===== src/rtl/lsu_pkg.sv =====
// Shared types and helpers for the load/store unit.
// Optional build macro: LSU_MISALIGN_TRAP_EN (misaligned accesses fault instead of truncating).
package lsu_pkg;

  typedef enum logic [1:0] {
    S_IDLE = 2'd0,
    S_RD   = 2'd1,
    S_WR   = 2'd2,
    S_RESP = 2'd3
  } lsu_state_e;

  localparam logic [2:0] F3_B  = 3'b000;
  localparam logic [2:0] F3_H  = 3'b001;
  localparam logic [2:0] F3_W  = 3'b010;
  localparam logic [2:0] F3_BU = 3'b100;
  localparam logic [2:0] F3_HU = 3'b101;

  // Bytes are always aligned; halves need addr[0]=0, words addr[1:0]=0.
  function automatic logic is_misaligned(input logic [2:0] funct3, input logic [1:0] addr_lo);
    case (funct3)
      F3_H, F3_HU: return addr_lo[0];
      F3_W:        return addr_lo != 2'b00;
      default:     return 1'b0;
    endcase
  endfunction

endpackage


===== src/rtl/lsu_align.sv =====
// Combinational lane logic: sub-word load extraction/extension and SB/SH store merge.
module lsu_align
  import lsu_pkg::*;
(
  input  logic [2:0]  funct3,
  input  logic [1:0]  addr_lo,
  input  logic [31:0] word,
  input  logic [31:0] wdata,
  output logic [31:0] ld_data,
  output logic [31:0] st_word
);

  logic [4:0]  sh_b, sh_h;
  logic [7:0]  lane_b;
  logic [15:0] lane_h;
  logic [31:0] mask_b, mask_h;

  // Half lane uses only addr[1], so odd half addresses truncate naturally.
  assign sh_b   = {addr_lo, 3'b000};
  assign sh_h   = {addr_lo[1], 4'b0000};
  assign lane_b = 8'(word >> sh_b);
  assign lane_h = 16'(word >> sh_h);
  assign mask_b = 32'h0000_00ff << sh_b;
  assign mask_h = 32'h0000_ffff << sh_h;

  always_comb begin
    ld_data = '0;
    case (funct3)
      F3_B:    ld_data = {{24{lane_b[7]}}, lane_b};
      F3_BU:   ld_data = {24'd0, lane_b};
      F3_H:    ld_data = {{16{lane_h[15]}}, lane_h};
      F3_HU:   ld_data = {16'd0, lane_h};
      F3_W:    ld_data = word;
      default: ld_data = '0;
    endcase
  end

  always_comb begin
    st_word = wdata;
    case (funct3)
      F3_B:    st_word = (word & ~mask_b) | ({24'd0, wdata[7:0]} << sh_b);
      F3_H:    st_word = (word & ~mask_h) | ({16'd0, wdata[15:0]} << sh_h);
      default: st_word = wdata;
    endcase
  end

endmodule


===== src/rtl/load_store_unit.sv =====
// RV32I load/store bus initiator: word-aligned bus accesses with RMW for SB/SH.
// Optional build macro: LSU_MISALIGN_TRAP_EN (fault on misaligned LH/LHU/LW/SH/SW).
module load_store_unit
  import lsu_pkg::*;
#(
  parameter int RD_LAT = 1
) (
  input  logic        clk,
  input  logic        rstn,
  input  logic        req_valid,
  output logic        req_ready,
  input  logic        req_store,
  input  logic [2:0]  req_funct3,
  input  logic [31:0] req_addr,
  input  logic [31:0] req_wdata,
  output logic        resp_valid,
  output logic [31:0] resp_rdata,
  output logic        resp_fault,
  output logic        mem_we,
  output logic [31:0] mem_addr,
  output logic [31:0] mem_wd,
  input  logic [31:0] mem_rd
);

  localparam logic [1:0] LAST = 2'(RD_LAT);

  lsu_state_e  state_q, state_d;
  logic        store_q;
  logic [2:0]  f3_q;
  logic [1:0]  alo_q;
  logic [31:0] wdata_q;
  logic [1:0]  cnt_q;
  logic [31:0] addr_q, wd_q, rdata_q;
  logic        fault_q;
  logic        accept, illegal, misal, bad, rd_last;
  logic [31:0] ld_data, st_word;

  assign accept  = req_valid && (state_q == S_IDLE);
  assign rd_last = (state_q == S_RD) && (cnt_q == LAST);

  always_comb begin
    illegal = 1'b0;
    if (req_store) illegal = !(req_funct3 inside {F3_B, F3_H, F3_W});
    else           illegal = !(req_funct3 inside {F3_B, F3_H, F3_W, F3_BU, F3_HU});
  end

`ifdef LSU_MISALIGN_TRAP_EN
  assign misal = is_misaligned(req_funct3, req_addr[1:0]);
`else
  assign misal = 1'b0;
`endif

  assign bad = illegal || misal;

  always_comb begin
    state_d = state_q;
    case (state_q)
      S_IDLE: if (req_valid) begin
        if (bad)                                  state_d = S_RESP;
        else if (req_store && req_funct3 == F3_W) state_d = S_WR;
        else                                      state_d = S_RD;
      end
      S_RD:    if (rd_last) state_d = store_q ? S_WR : S_RESP;
      S_WR:    state_d = S_RESP;
      S_RESP:  state_d = S_IDLE;
      default: state_d = S_IDLE;
    endcase
  end

  always_ff @(posedge clk or negedge rstn) begin
    if (!rstn) state_q <= S_IDLE;
    else       state_q <= state_d;
  end

  // Bus address/data only move on a legal accept or at the end of RD, so they hold in IDLE/RESP.
  always_ff @(posedge clk or negedge rstn) begin
    if (!rstn) begin
      store_q <= 1'b0;
      f3_q    <= '0;
      alo_q   <= '0;
      wdata_q <= '0;
      cnt_q   <= '0;
      addr_q  <= '0;
      wd_q    <= '0;
      rdata_q <= '0;
      fault_q <= 1'b0;
    end else if (accept) begin
      store_q <= req_store;
      f3_q    <= req_funct3;
      alo_q   <= req_addr[1:0];
      wdata_q <= req_wdata;
      cnt_q   <= '0;
      fault_q <= bad;
      rdata_q <= '0;
      if (!bad) begin
        addr_q <= {req_addr[31:2], 2'b00};
        if (req_store && req_funct3 == F3_W) wd_q <= req_wdata;
      end
    end else if (state_q == S_RD) begin
      cnt_q <= cnt_q + 2'd1;
      if (rd_last) begin
        if (store_q) wd_q    <= st_word;
        else         rdata_q <= ld_data;
      end
    end
  end

  lsu_align u_align (
    .funct3  (f3_q),
    .addr_lo (alo_q),
    .word    (mem_rd),
    .wdata   (wdata_q),
    .ld_data (ld_data),
    .st_word (st_word)
  );

  assign req_ready  = (state_q == S_IDLE);
  assign resp_valid = (state_q == S_RESP);
  assign mem_we     = (state_q == S_WR);
  assign resp_rdata = rdata_q;
  assign resp_fault = fault_q;
  assign mem_addr   = addr_q;
  assign mem_wd     = wd_q;

endmodule


===== config.mk =====
export PLATFORM = sky130hd
export DESIGN_NAME = load_store_unit
export DESIGN_NICKNAME = d
export VERILOG_FILES = /design/src/rtl/lsu_pkg.sv /design/src/rtl/lsu_align.sv /design/src/rtl/load_store_unit.sv
export SDC_FILE = /design/constraint.sdc
export NUM_CORES = 1
export LEC_CHECK = 0
export CORE_ASPECT_RATIO = 0.7
export CORE_UTILIZATION = 30
export DETAILED_ROUTE_END_ITERATION = 6
export PLACE_DENSITY_LB_ADDON = 0.08
export SLEW_MARGIN = 20
export SYNTH_ARGS = -nofsm -noshare
export SYNTH_HDL_FRONTEND = slang
export SYNTH_SLANG_ARGS = --single-unit

===== constraint.sdc =====
create_clock -name clk -period 1.99 [get_ports clk]
set_clock_uncertainty 0.2 [all_clocks]
set_input_delay 0.398 -clock clk [delete_from_list [all_inputs] [get_ports clk]]
set_output_delay 0.398 -clock clk [all_outputs]
set_load 0.03 [all_outputs]

### Word-level counts from Yosys, hierarchy flattened

Index checks and enable logic that the tools add are counted.

* register bits after elaboration: 137
* latch bits: 0
* memory bits (writable): 0
* memory bits (read-only): 0
* input port bits: 103
* output and inout port bits: 100
* memories kept: 0

* add/sub/neg operators: 1
* multipliers: 0
* div/mod/pow operators: 0
* magnitude comparators: 0
* equality and inequality tests: 17
* shift operators: 6
* multiplexer cells: 21
* bitwise logic cells: 7
* reduce and logical (&&, ||, !) cells: 17

Operators with widths (count)
* 2-to-1 mux 32 bit: 10
* one-hot mux 32 bit (5 select lines): 1
* bitwise AND 32 bit: 2
* inverter 32 bit: 2
* OR 32 bit: 2
* one-hot mux 32 bit (2 select lines): 1
* left shift 16 x 5 -> 32 bit: 1
* left shift 16 x 5 -> 32 bit (first input constant): 1
* left shift 8 x 5 -> 32 bit: 1
* left shift 8 x 5 -> 32 bit (first input constant): 1
* >> shifter 32 x 5 -> 16 bit: 1
* >> shifter 32 x 5 -> 8 bit: 1
* == test 3 bit (second input constant): 4
* 2-to-1 mux 2 bit: 6
* one-hot mux 2 bit (4 select lines): 1
* == test 3 x 1 -> 1 bit (second input constant): 2
* == test 3 x 2 -> 1 bit (second input constant): 2
* logical NOT 3 bit: 2
* inequality test 2 bit (second input constant): 3
* nonzero test 2 bit: 3
* AND reduction 5 bit: 1
* nonzero test 5 bit: 1
* == test 2 x 1 -> 1 bit (second input constant): 2
* == test 2 bit (second input constant): 2
* 10 further kinds: 16

### Longest topological paths before layout

* depth in word-level cells: 9
* gate-level depth with buffers: 9

### Hierarchy

A second synthesis with hierarchy kept.

* cell total of the unflattened synthesis: 707
* area total of the unflattened synthesis: 7190.6 µm²

Modules (own cells, without submodules)
* load_store_unit: times used 1, cells each 472, area an instance 5595.4 µm², sequential area each 3428.3 µm²
* lsu_align: times used 1, cells each 235, area an instance 1595.3 µm², sequential area each 0.0 µm²

### Worst setup path after synthesis

No wires, ideal clock.

* kind: reg2reg
* start: register state_q[0]
* end: register addr_q[10] (netlist: mem_addr[10])
* library setup time: 0.125 ns
* arrival time: 2.013 ns
* required time: 1.665 ns
* setup slack: -0.348 ns
* cell stages (with the launch flop): 8
* buffers on the path: 2
* cells stage by stage: dfrtp_1 -> inv_1 -> ha_1 -> and2_0 -> clkbuf_1 -> o21ai_1 -> buf_2 -> mux2_2

* word-level cells in the longest chain between the ends: 3

RTL lines
* start: declaration: RTL line load_store_unit.sv:27 `lsu_state_e state_q, state_d;`
* start signal: assignment: RTL line load_store_unit.sv:72 `else state_q <= state_d;`
* logical NOT 2 bit
* named net req_ready: RTL line load_store_unit.sv:11 `output logic req_ready,`
* logical AND 1 bit: RTL line load_store_unit.sv:38 `assign accept = req_valid && (state_q == S_IDLE);`
* AND reduction 2 bit (no source line)
* end signal: assignment: RTL line load_store_unit.sv:96 `addr_q <= {req_addr[31:2], 2'b00};`
* end: declaration: RTL line load_store_unit.sv:33 `logic [31:0] addr_q, wd_q, rdata_q;`

The timed path passes the listed nets, and every way through them passes these cells.
A chain may end at the register's enable or synchronous reset.

### Final worst setup path

* start: input mem_rd[23]
* end: register rdata_q[19] (netlist: resp_rdata[19])

* word-level cells in the longest chain between the ends: 6

RTL lines
* start: declaration: RTL line load_store_unit.sv:22 `input logic [31:0] mem_rd`
* >> shifter 32 x 5 -> 8 bit: RTL line lsu_align.sv:21 `assign lane_b = 8'(word >> sh_b);`
* one-hot mux 32 bit (5 select lines): RTL line lsu_align.sv:28 `case (funct3)`
* 2-to-1 mux 32 bit: RTL line load_store_unit.sv:102 `if (store_q) wd_q <= st_word;`
* 2-to-1 mux 32 bit: RTL line load_store_unit.sv:101 `if (rd_last) begin`
* 2-to-1 mux 32 bit: RTL line load_store_unit.sv:99 `end else if (state_q == S_RD) begin`
* 2-to-1 mux 32 bit: RTL line load_store_unit.sv:87 `end else if (accept) begin`
* end signal: assignment: RTL line load_store_unit.sv:103 `else rdata_q <= ld_data;`
* end: declaration: RTL line load_store_unit.sv:33

Every way passes these cells. The select of a mux whose other input is x is not followed.

==> impl_metrics.env <==
export IMPL_clock_sinks=137
export IMPL_rsz0062_at_grt="yes"
export IMPL_cp_arrival_ns=2.11
export IMPL_register_area_um2=3430
export IMPL_clk_latency_ns=0.42
export IMPL_status="complete, but fails checks"
export IMPL_cts_buffers=17
export IMPL_multiInputGateArea_um2=3350
export IMPL_htreeDepth=4
export IMPL_pin_count=203
export IMPL_post_dp_cell_area_um2=9650
export IMPL_place_gp_congestion=0.899
export IMPL_die_h_um=127
export IMPL_ys_seq_elements=137
export IMPL_pwr_share_clk=0.175
export IMPL_syn_area_per_cell_um2=10.1
export IMPL_grt_ovfl_total=0
export IMPL_cp_required_ns=2.09
export IMPL_start_util=0.306
export IMPL_hpwl_um=18500
export IMPL_cts_root_buf="clkbuf_16"
export IMPL_fin_crit_ns=2.01
export IMPL_internal_power_mw=10.2
export IMPL_routed_via_density=5.24
export IMPL_power_switching_mw=8.05
export IMPL_synth_largest_area_cell="dfrtp_1"
export IMPL_power_leakage_nw=4.85
export IMPL_switching_share=0.442
export IMPL_wl_um=24700
export IMPL_setup_slack_ns=-0.0192
export IMPL_cap_violations=0
export IMPL_grt_pass1_wl_um=37500
export IMPL_vias=6434
export IMPL_antenna_found_initial=0
export IMPL_wl_per_cell_um=20.1
export IMPL_critPathKind="in -> reg"
export IMPL_vdd_ir_drop_worst_mv=0.760
export IMPL_failed_checks="negative setup slack"
export IMPL_area_growth_synth_to_final_pct=59.9
export IMPL_io_buffers=200
export IMPL_drc=0
export IMPL_synthTopCellsByArea="dfrtp_1 51%, nand2_1 7.4%, mux2_2 6.6%, nor3_1 3.2%, a211oi_1 2.9%"
export IMPL_die_area_um2=22800
export IMPL_hold_viol=0
export IMPL_first_global_vias=6391
export IMPL_nFillCells=2030
export IMPL_synthCells=659
export IMPL_fin_util=0.490
export IMPL_clkTransAtPathRegs_ns=0.06
export IMPL_drt_initial_drc_count=585
export IMPL_route_antenna_remaining_nets=0
export IMPL_critPathLaunchType="input pin"
export IMPL_pwr_share_comb=0.544
export IMPL_cts_tree="done"
export IMPL_syn_area_um2=6660
export IMPL_crit_path_end_kind="flop"
export IMPL_yosys_warnings=0
export IMPL_drive_gt1_frac=0.278
export IMPL_clockBufferDepth=2
export IMPL_seq_power_share=0.281
export IMPL_crit_fanout=16
export IMPL_fin_nets=1042
export IMPL_final_max_slew_viol_count=0
export IMPL_synth_distinct_cells=51
export IMPL_design_area_um2=10700
export IMPL_final_period_utilization=1.01
export IMPL_antennaDiodeCount=0
export IMPL_synth_top_area_frac=0.515
export IMPL_timing_fmax_mhz=498
export IMPL_firstDrtPassIters=5
export IMPL_core_area_um2=21700
export IMPL_p_per_area_nw_per_um2=1710
export IMPL_core_rowCount=45
export IMPL_die_w_um=180
export IMPL_grt_usage=0.216
export IMPL_setup_viol=14
export IMPL_grt_max_degree=47
export IMPL_hp_class="in -> async"
export IMPL_seq_area_frac_synth=0.515
==> cell usage in the layout (no fill, tap or decap), drive strengths merged, types with 2 or more instances in the layout <==
| cell type | Yosys | layout |
|---|---|---|
| o221a | 8 | 8 |
| mux2 | 39 | 39 |
| a221o | 16 | 16 |
| o21a | 3 | 3 |
| nor3 | 44 | 44 |
| a22oi | 3 | 3 |
| nor2 | 8 | 8 |
| and2 | 8 | 8 |
| mux2i | 11 | 11 |
| o21ai | 24 | 24 |
| a211oi | 26 | 26 |
| or3 | 9 | 9 |
| a31oi | 9 | 9 |
| clkinv | 0 | 4 |
| a221oi | 7 | 7 |
| inv | 10 | 13 |
| or4 | 9 | 9 |
| dlygate4sd2 | 0 | 95 |
| a21oi | 14 | 14 |
| nand2 | 131 | 131 |
| or2 | 5 | 5 |
| nand3 | 9 | 9 |
| conb | 1 | 2 |
| dfrtp | 137 | 137 |
| o31ai | 15 | 15 |
| ha | 6 | 6 |
| o22ai | 22 | 22 |
| clkdlybuf4s50 | 0 | 101 |
| clkinvlp | 0 | 4 |
| nand2b | 3 | 3 |
| buf | 18 | 107 |
| nor2b | 4 | 4 |
| clkbuf | 34 | 21 |
| bufinv | 0 | 2 |
| and3 | 9 | 9 |
| o2111ai | 8 | 8 |
==> cell type report <==
| type | instances | share of cell area |
|---|---|---|
| Sequential cell | 137 | 0.322 |
| Multi-Input combinational cell | 461 | 0.314 |
| Timing Repair Buffer | 306 | 0.272 |
| Clock buffer | 19 | 0.0416 |
| Tap cell | 282 | 0.0331 |
| Clock inverter | 13 | 0.0135 |
| Inverter | 10 | 0.00352 |
==> timing repair <==
item | 4_1_cts | 5_1_grt
pin swaps | 3 | 15
hold buffers | 1 | 0
cloned | 1 | 2
gates resized for setup | 121 | 70
setup endpoints to repair | 140 | 63
setup buffers | 3 | 6
endpoints found under the hold margin | 31 | 0
==> power groups by stage <==
stage,Combinational (mW),Clock [mW],Sequential [mW]
2_1_floorplan,3.64,0,6.68
3_5_place_dp,9.69,0,5.13
3_3_place_gp,9.59,0,5.10
6_report,9.91,3.19,5.13
5_1_grt,10.6,3.40,5.29
4_1_cts,9.26,3.26,5.09
==> logic make-up after synthesis <==
family          count (synthesis)  share of synthesized area
buf+inv                        62                     0.0419
flops                         137                      0.515
other cells                     1                   0.000563
compound gates                160                      0.177
mux                            51                     0.0859
simple gates                  241                      0.168
xor+xnor                        1                    0.00132
fa+ha+maj                       6                     0.0113
==> synthesized netlist by cell type (all sizes together) <==
library cell / count
a211oi: 26
a21oi: 14
a221o: 16
a221oi: 7
a22oi: 3
a31oi: 9
and2: 8
and3: 9
buf: 18
clkbuf: 34
conb: 1
dfrtp: 137
ha: 6
inv: 10
mux2: 39
mux2i: 11
mux4: 1
nand2: 131
nand2b: 3
nand3: 9
nand3b: 1
nand4bb: 1
nor2: 8
nor2b: 4
nor3: 44
o2111ai: 8
o211ai: 1
o21a: 3
o21ai: 24
o21ba: 1
o221a: 8
o221ai: 1
o22a: 1
o22ai: 22
o31ai: 15
o32ai: 1
or2: 5
or3: 9
or4: 9
xnor2: 1
==> flip-flops by register name (all words and copies together) (netlist names) <==
| register | count |
|---|---|
| cnt_q | 2 |
| alo_q | 2 |
| f3_q | 3 |
| mem_addr | 30 |
| resp_fault | 1 |
| mem_wd | 32 |
| state_q | 2 |
| resp_rdata | 32 |
| wdata_q | 32 |
| store_q | 1 |
==> path summary, 6_finish.rpt <==
check,slack [ns],cells after the start,end,start
worst min-delay path,0.24,2,mem_addr[11],rstn
max in group asynchronous,0.72,3,state_q[0],rstn
min in group clk,0.28,2,wdata_q[24],wdata_q[24]
worst max-delay path,-0.02,5,resp_rdata[19],mem_rd[23]
worst max register to register,0,5,resp_rdata[19],f3_q[0]
worst min register to register,0.28,2,wdata_q[24],wdata_q[24]
==> worst max-delay path, cell delays in order <==
cell	delay, ns
clkdlybuf4s50_1	0.50
or2_0	0.26
mux4_2	0.45
and3_4	0.22
a221o_1	0.28
==> per-stage QoR <==
stage / TNS, ns / hold WS, ns / instances / total power [mW] / setup WS (ns)
6_report: -0.0910 / 0.239 / 1228 / 18.2 / -0.0192
5_1_grt: -1.46 / 0.261 / 1228 / 19.3 / -0.0843
4_1_cts: -0.00834 / 0.238 / 1221 / 17.6 / -0.00501
3_5_place_dp: -28.99 / 0.119 / 1184 / 14.8 / -0.406
3_3_place_gp: -25.90 / 0.115 / 1184 / 14.7 / -0.348
2_1_floorplan: -0.656 / -0.0976 / 660 / 10.3 / -0.0653
==> layer usage <==
layer | wire, µm | part of all wire | vias up | track usage
met5 | 0 | 0 | - | 0
met4 | 246 | 0.010 | 0 | 0.0528
met3 | 1400 | 0.057 | 16 | 0.0508
met2 | 10800 | 0.44 | 212 | 0.310
met1 | 12200 | 0.49 | 3230 | 0.323
li1 | - | - | 2976 | -
Power figures use the tool's default switching activity.
